--- src/rtl/lstm_output_packer.sv ---
// Packs pairs of 16-bit LSTM samples into 32-bit AXI4-Stream beats, framed with
// TLAST, buffered through a FIFO, with a sticky overflow flag for dropped beats.
module lstm_output_packer #(
  parameter int unsigned FIFO_DEPTH = 16,
  parameter int unsigned FRAME_LEN  = 8
) (
  input  logic                          clk,
  input  logic                          rst,
  input  logic [15:0]                   y_in,
  input  logic                          y_in_valid,
  input  logic                          flush,
  output logic [31:0]                   m_axis_tdata,
  output logic [3:0]                    m_axis_tkeep,
  output logic                          m_axis_tlast,
  output logic                          m_axis_tvalid,
  input  logic                          m_axis_tready,
  output logic [$clog2(FIFO_DEPTH):0]   fifo_level,
  output logic                          overflow
);

  localparam int unsigned AW = $clog2(FIFO_DEPTH);
  localparam int unsigned SW = $clog2(FRAME_LEN);
  localparam logic [SW-1:0] S_LAST  = SW'(FRAME_LEN - 1);
  localparam logic [SW-1:0] S_ONE   = SW'(1);
  localparam logic [AW:0]   PTR_ONE = (AW + 1)'(1);

  // Sample counter and pending even half
  logic [SW-1:0] cnt_q, cnt_d;
  logic [15:0]   pend_q, pend_d;

  // Beat produced this cycle (at most one)
  logic          push;
  logic [31:0]   push_data;
  logic [3:0]    push_keep;
  logic          push_last;

  // FIFO state
  logic [36:0]   mem_q [FIFO_DEPTH];
  logic [AW:0]   wr_q, rd_q;
  logic [AW:0]   level_q;
  logic          overflow_q;
  logic          empty, full, pop, accept;
  logic [36:0]   head;

  // Packing: odd counter value means an even sample is waiting in pend_q.
  // A flush closes the frame after the current sample has been applied.
  always_comb begin
    push      = 1'b0;
    push_data = '0;
    push_keep = '0;
    push_last = 1'b0;
    cnt_d     = cnt_q;
    pend_d    = pend_q;
    if (y_in_valid) begin
      if (!cnt_q[0]) begin
        pend_d = y_in;
        if (flush) begin
          push      = 1'b1;
          push_data = {16'h0000, y_in};
          push_keep = 4'h3;
          push_last = 1'b1;
        end
      end else begin
        push      = 1'b1;
        push_data = {y_in, pend_q};
        push_keep = 4'hF;
        push_last = (cnt_q == S_LAST) || flush;
      end
      cnt_d = (cnt_q == S_LAST) ? '0 : cnt_q + S_ONE;
    end else if (flush && cnt_q[0]) begin
      push      = 1'b1;
      push_data = {16'h0000, pend_q};
      push_keep = 4'h3;
      push_last = 1'b1;
    end
    if (flush) cnt_d = '0;
  end

  // Packer state registers
  always_ff @(posedge clk or negedge rst) begin
    if (!rst) begin
      cnt_q  <= '0;
      pend_q <= '0;
    end else begin
      cnt_q  <= cnt_d;
      pend_q <= pend_d;
    end
  end

  assign empty  = (wr_q == rd_q);
  assign full   = (wr_q[AW] != rd_q[AW]) && (wr_q[AW-1:0] == rd_q[AW-1:0]);
  assign pop    = m_axis_tvalid && m_axis_tready;
  // When full, the write slot is the head being popped, so the overwrite is safe.
  assign accept = push && (!full || pop);
  assign head   = mem_q[rd_q[AW-1:0]];

  // Outputs come straight from stored registers, forced to zero when empty.
  always_comb begin
    m_axis_tvalid = !empty;
    m_axis_tdata  = empty ? '0 : head[36:5];
    m_axis_tkeep  = empty ? '0 : head[4:1];
    m_axis_tlast  = empty ? 1'b0 : head[0];
  end

  assign fifo_level = level_q;
  assign overflow   = overflow_q;

  // FIFO storage write
  always_ff @(posedge clk) begin
    if (accept) mem_q[wr_q[AW-1:0]] <= {push_data, push_keep, push_last};
  end

  // FIFO pointers, level and sticky overflow
  always_ff @(posedge clk or negedge rst) begin
    if (!rst) begin
      wr_q       <= '0;
      rd_q       <= '0;
      level_q    <= '0;
      overflow_q <= 1'b0;
    end else begin
      if (accept) wr_q <= wr_q + PTR_ONE;
      if (pop)    rd_q <= rd_q + PTR_ONE;
      if (accept && !pop)      level_q <= level_q + PTR_ONE;
      else if (!accept && pop) level_q <= level_q - PTR_ONE;
      if (push && !accept) overflow_q <= 1'b1;
    end
  end

endmodule
--- config.mk ---
export PLATFORM = sky130hd
export DESIGN_NAME = lstm_output_packer
export DESIGN_NICKNAME = d
export VERILOG_FILES = /design/src/rtl/lstm_output_packer.sv
export SDC_FILE = /design/constraint.sdc
export NUM_CORES = 1
export LEC_CHECK = 0
export CORE_MARGIN = 5
export CORE_UTILIZATION = 30
export CTS_CLUSTER_SIZE = 30
export DETAILED_ROUTE_END_ITERATION = 12
export SLEW_MARGIN = 30
export SYNTH_ARGS = -nofsm -noshare
export SYNTH_HDL_FRONTEND = slang
export SYNTH_SLANG_ARGS = --single-unit
--- constraint.sdc ---
create_clock -name clk -period 4.6 [get_ports clk]
set_clock_uncertainty 0.1 [all_clocks]
set_input_delay 0.46 -clock clk [delete_from_list [all_inputs] [get_ports clk]]
set_output_delay 0.46 -clock clk [all_outputs]
set_load 0.03 [all_outputs]
# ---- Word-level counts from Yosys, hierarchy flattened
# Memories as Yosys holds them, arrays and structs flattened.
# Index checks and enable logic that the tools add are counted.
dict set report totals {
  memories 1
  word_cells 57
  ff_bits 35
  output_inout_bits 44
  ram_bits 592
}
dict set report op_classes {
  reduce_logical 16
  n_bitwise 1
  eq_ne 4
  muxes 24
  addsub 5
}
# name depth width rd rd_clocked_by_memory_dff wr line_no
set memory_table {}
lappend memory_table {mem_q 16 37 1 0 1 38} ;# logic [36:0] mem_q [FIFO_DEPTH];
# op count
set ops {}
lappend ops {{32-bit two-way mux} 3}
lappend ops {{16-bit two-way mux} 2}
lappend ops {{5-bit by 1-bit adder with 5-bit output (second input constant)} 3}
lappend ops {{4-bit two-way mux} 3}
lappend ops {{5-bit two-way mux} 2}
lappend ops {{1-bit two-way mux} 9}
lappend ops {{3-bit two-way mux} 3}
lappend ops {{1-bit logical AND} 7}
lappend ops {{5-bit equality test} 1}
lappend ops {{5-bit by 1-bit subtractor with 5-bit output (second input constant)} 1}
lappend ops {{4-bit equality test} 1}
lappend ops {{1-bit zero test} 4}
lappend ops {{2-bit two-way mux} 2}
lappend ops {{2-bit nonzero test} 2}
lappend ops {{3-bit by 1-bit adder with 3-bit output (second input constant)} 1}
lappend ops {{3-bit equality test (second input constant)} 1}
lappend ops {{1-bit logical OR} 2}
lappend ops {{2-bit AND reduction} 1}
lappend ops {{1-bit != test} 1}
lappend ops {{1-bit NOT} 1}

# ---- Depth between registers and ports, before layout
dict set report depth {
  word_depth 9
  mapped_depth 12
}

# ---- Least setup slack after synthesis
# No wires, ideal clock.
dict set report synth_path {
  path_type {register to register}
  startpoint {reg rd_q[1]}
  endpoint {mem mem_q[3][0], enable pin}
  slack_ns 0.389
  setup_ns 0.471
  path_stages_with_launch 8
  arrival_ns 3.640
  path_cell_list {dfrtp_1 -> buf_2 -> xor2_1 -> nor4_4 -> a21oi_1 -> buf_2 -> nand2_1 -> nor3_1}
}
dict set report synth_between {
  elab_chain_cells 7
  word_cells_on_any_way 10
  classes_between {eq/ne: 2; mux: 2; reduce/logical: 6}
}
# element line_no
set synth_lines {}
lappend synth_lines {{start: declaration} 39} ;# logic [AW:0] wr_q, rd_q;
lappend synth_lines {{start signal: assignment} 122} ;# if (pop) rd_q <= rd_q + PTR_ONE;
lappend synth_lines {{5-bit equality test / 4-bit equality test (equally long branches)} {90, 91}}
lappend synth_lines {{1-bit zero test / 1-bit logical AND (equally long branches)} {99, 91}}
lappend synth_lines {{1-bit logical AND / 1-bit zero test (equally long branches)} {92, 94}}
lappend synth_lines {{1-bit logical OR *} 94} ;# assign accept = push && (!full || pop);
lappend synth_lines {{1-bit logical AND *} 94}
lappend synth_lines {{1-bit two-way mux *} 110} ;# if (accept) mem_q[wr_q[AW-1:0]] <= {push_data, push_keep, push_last};
lappend synth_lines {{1-bit two-way mux (implied by the code) *} 110}
lappend synth_lines {{end: declaration} 38}
# Every way passes the cells marked *; elsewhere a longest branch is shown, timed or not.

# ---- Worst setup path in the final report
dict set report layout_path {
  startpoint {reg rd_q[1]}
  endpoint {out m_axis_tdata[13]}
}
dict set report layout_between {
  elab_chain_cells 2
  word_cells_on_any_way 3
  classes_between {eq/ne: 1; mux: 1; memory: 1}
}
# element line_no
set layout_lines {}
lappend layout_lines {{memory 16 x 37 bit / 5-bit equality test (equally long branches)} n/a}
lappend layout_lines {{32-bit two-way mux *} 100} ;# m_axis_tdata = empty ? '0 : head[36:5];
lappend layout_lines {{end: declaration} 12} ;# output logic [31:0] m_axis_tdata,
# Marks and branches as above.

==> results.toml <==
[cts]
cts_max_path_buffers = 3
cts_buffers = 57
cts_htree_levels = 2
cts-root-buf = "clkbuf_16"
clk-insertion-delay-late_ns = 0.62
cts_tree = "built"
cts.clk_slew.worst_paths_ns = 0.06
postCtsResizedCells = 0
cts_sinks = 595

[timing]
setup_viol = 0
drv_slew = 0
worst_pin_slew_ns = 0.8678
rsz0062_at_grt = "no"
fin_setup_tns_ns = 0
period_share_pct = 93.44
fin_crit_ns = 4.298
fmax_ghz = 0.2327
layout_setup_ws_ns = 0.3017
hold_ws_ns = 0.2461
slew_headroom_pct = 42.03
hold_violations = 0

[route]
drt_wl_total_mm = 54.79
drcViolationCount = 0
num_vias = 11067
drt_iter0_markers = 1013
wire_per_inst_um = 24.48
dr.pass1.iters = 5
drtAntennaViolNets = 0
viasPerCell = 4.945

[global_route]
grt_max_degree = 118
grtUsageTotal_pct = 13.15
antenna_found_initial = 7
grt_pass1_wl_mm = 80.39
overflow = 0
grt_pass1_vias = 11531

[synth]
synth_edf_count = 560
seq_area_frac_synth_pct = 76.54
synth_top_area_cell = "edfxtp_1"
yosysMostFrequentCell = "edfxtp_1"
synth_top_area_share_pct = 72.75
async_reset_ff_share_pct = 5.882
synthMuxAreaShare_pct = 14.64
avgSynthCellArea_um2 = 21.76
ys.flop_type = "edfxtp_1"
yosys_register_bits = 595
synth_cell_types = 39
synth-compound-area-share_pct = 3.914
synth_xor_xnor_area_share_pct = 0.6442
synthCells = 1062
synth_top_family_by_area = "multiplexers"
synth_warnings = 0
syn_nets = 1096
yosys.area_share.simple_pct = 1.705
yosys-top-cells-area = "edfxtp_1 (73%), mux4_2 (14%), dfrtp_1 (3.8%)"
synth_adder_area_share_pct = 0.7362
synth_common_cells = "edfxtp_1 (560), mux4_2 (140), a22oi_1 (70), a21oi_1 (40), dfrtp_1 (35)"
syn_area_um2 = 23110

[cells_and_area]
fin_util_pct = 35.48
stdcell_count = 2238
layout-drive-gt1-share_pct = 26.26
seq_area_um2 = 17700
multi_input_area_um2 = 5052
layout.nets = 1193
fin_area_um2 = 27040
syn2layout_area_growth_pct = 16.98
fillers = 6992

[worst_setup_path]
worstPathArrival_ns = 3.74
critPathCaptureType = "primary output"
crit_path_max_fanout = 117
cp_data_required_time_ns = 4.04
crit_path_start_kind = "flip-flop"
path_buf_inv = 2
slowest_delay_ns = 0.78
crit_family = "buffers and inverters"
critPathKind = "flip-flop to primary output"
slowest_stage = "clkdlybuf4s50_1"
crit_chain = "buf_12 -> mux4_2 -> a22oi_1 -> a21oi_1 -> clkdlybuf4s50_1"

[pwr]
cellPowerDensity_nw_per_um2 = 634.8
p_leak_nw = 8.732
peakVddDrop_mv = 0.5273
fin_total_pwr_mw = 17.16

[floorplan]
core_area_um2 = 76200
die_x_um = 287.6
start_util_pct = 30.33
die_h_um = 287.6
ios = 65
fp-row-count = 101
die-area_um2 = 82700

[place]
place_inst = 2129
io_buffers = 64
routabilityCongestion = 0.7325
hpwl_mm = 31.70
place_area_um2 = 25210
place_ws_ns = 0.8821

[status]
outcome = "complete, no violations"

[flow_run]
maxCapViolCount = 0

[worst_hold_path]
hold_path.class = "primary input to async pin"
-- cell usage in the layout, fill, tap and decap left out, types with 3 or more instances in the layout --
master,n
clkinv_2,16
dfrtp_1,33
xor2_1,9
mux4_2,140
mux2i_1,4
nor2_1,9
mux2_2,16
nand2_1,6
ha_1,12
a22oi_1,70
clkbuf_8,4
buf_12,15
clkinv_1,11
xnor2_1,8
inv_1,8
clkinv_4,3
bufinv_16,3
and3_2,15
clkdlybuf4s50_1,63
clkbuf_16,57
and3_1,16
buf_4,28
edfxtp_1,560
a22o_1,16
clkbuf_1,7
a21oi_1,40
-- routing by layer --
metal	track usage, %	part of all wire (%)	up-vias
li1	-	-	4664
met1	18.63	43	5955
met2	21.22	49	370
met3	2.502	6.9	72
met4	3.003	1.8	6
met5	0	0.084	-
-- worst paths after layout --
check / start / end / slack [ns] / cells past startpoint
setup / recovery: rd_q[1] / m_axis_tdata[13] / 0.30 / 5
min in group clk: overflow / overflow / 0.38 / 1
hold / removal: rst / fifo_level[2] / 0.25 / 2
hold reg to reg: overflow / overflow / 0.38 / 1
max in group asynchronous: rst / rd_q[0] / 3.76 / 2
setup reg to reg: rd_q[1] / fifo_level[4] / 1.01 / 11
-- registers in the layout, summed over array words and instances (netlist names) --
| name | flops |
|---|---|
| rd_q | 5 |
| wr_q | 5 |
| overflow | 1 |
| fifo_level | 5 |
| mem_q | 560 |
| cnt_q | 3 |
| pend_q | 16 |
-- area by class of cell --
cell class | instances | share of cell area (%)
diodes | 1 | 0.009255
clock buffers | 68 | 5.576
clock inverters | 39 | 1.115
inverters | 9 | 0.1249
multi-input cells | 389 | 18.69
flip-flops and latches | 595 | 65.46
well taps | 1030 | 4.767
repair buffers | 107 | 4.257
-- cell families (layout without fill, tap and decap cells) --
kind of cell | Yosys count | count (layout)
flops | 595 | 595
other cells | 0 | 1
simple gates | 66 | 66
buf+inv | 78 | 223
mux | 161 | 161
compound gates | 132 | 132
xor+xnor | 17 | 17
fa+ha+maj | 13 | 13
-- power breakdown --
part           internal (mW)  total, mW  switching (mW)
sequential              6.44       6.72           0.282
combinational           2.52       5.94            3.42
clock                   2.52       4.50            1.99
total                   11.5       17.2            5.69
-- what timing repair did --
action | CTS | global route
buffers inserted | 0 | 0
setup endpoints to repair | 0 | 0
hold buffers | 1 | 0
endpoints found under the hold margin | 35 | 0
Power figures use the tool's default switching activity.
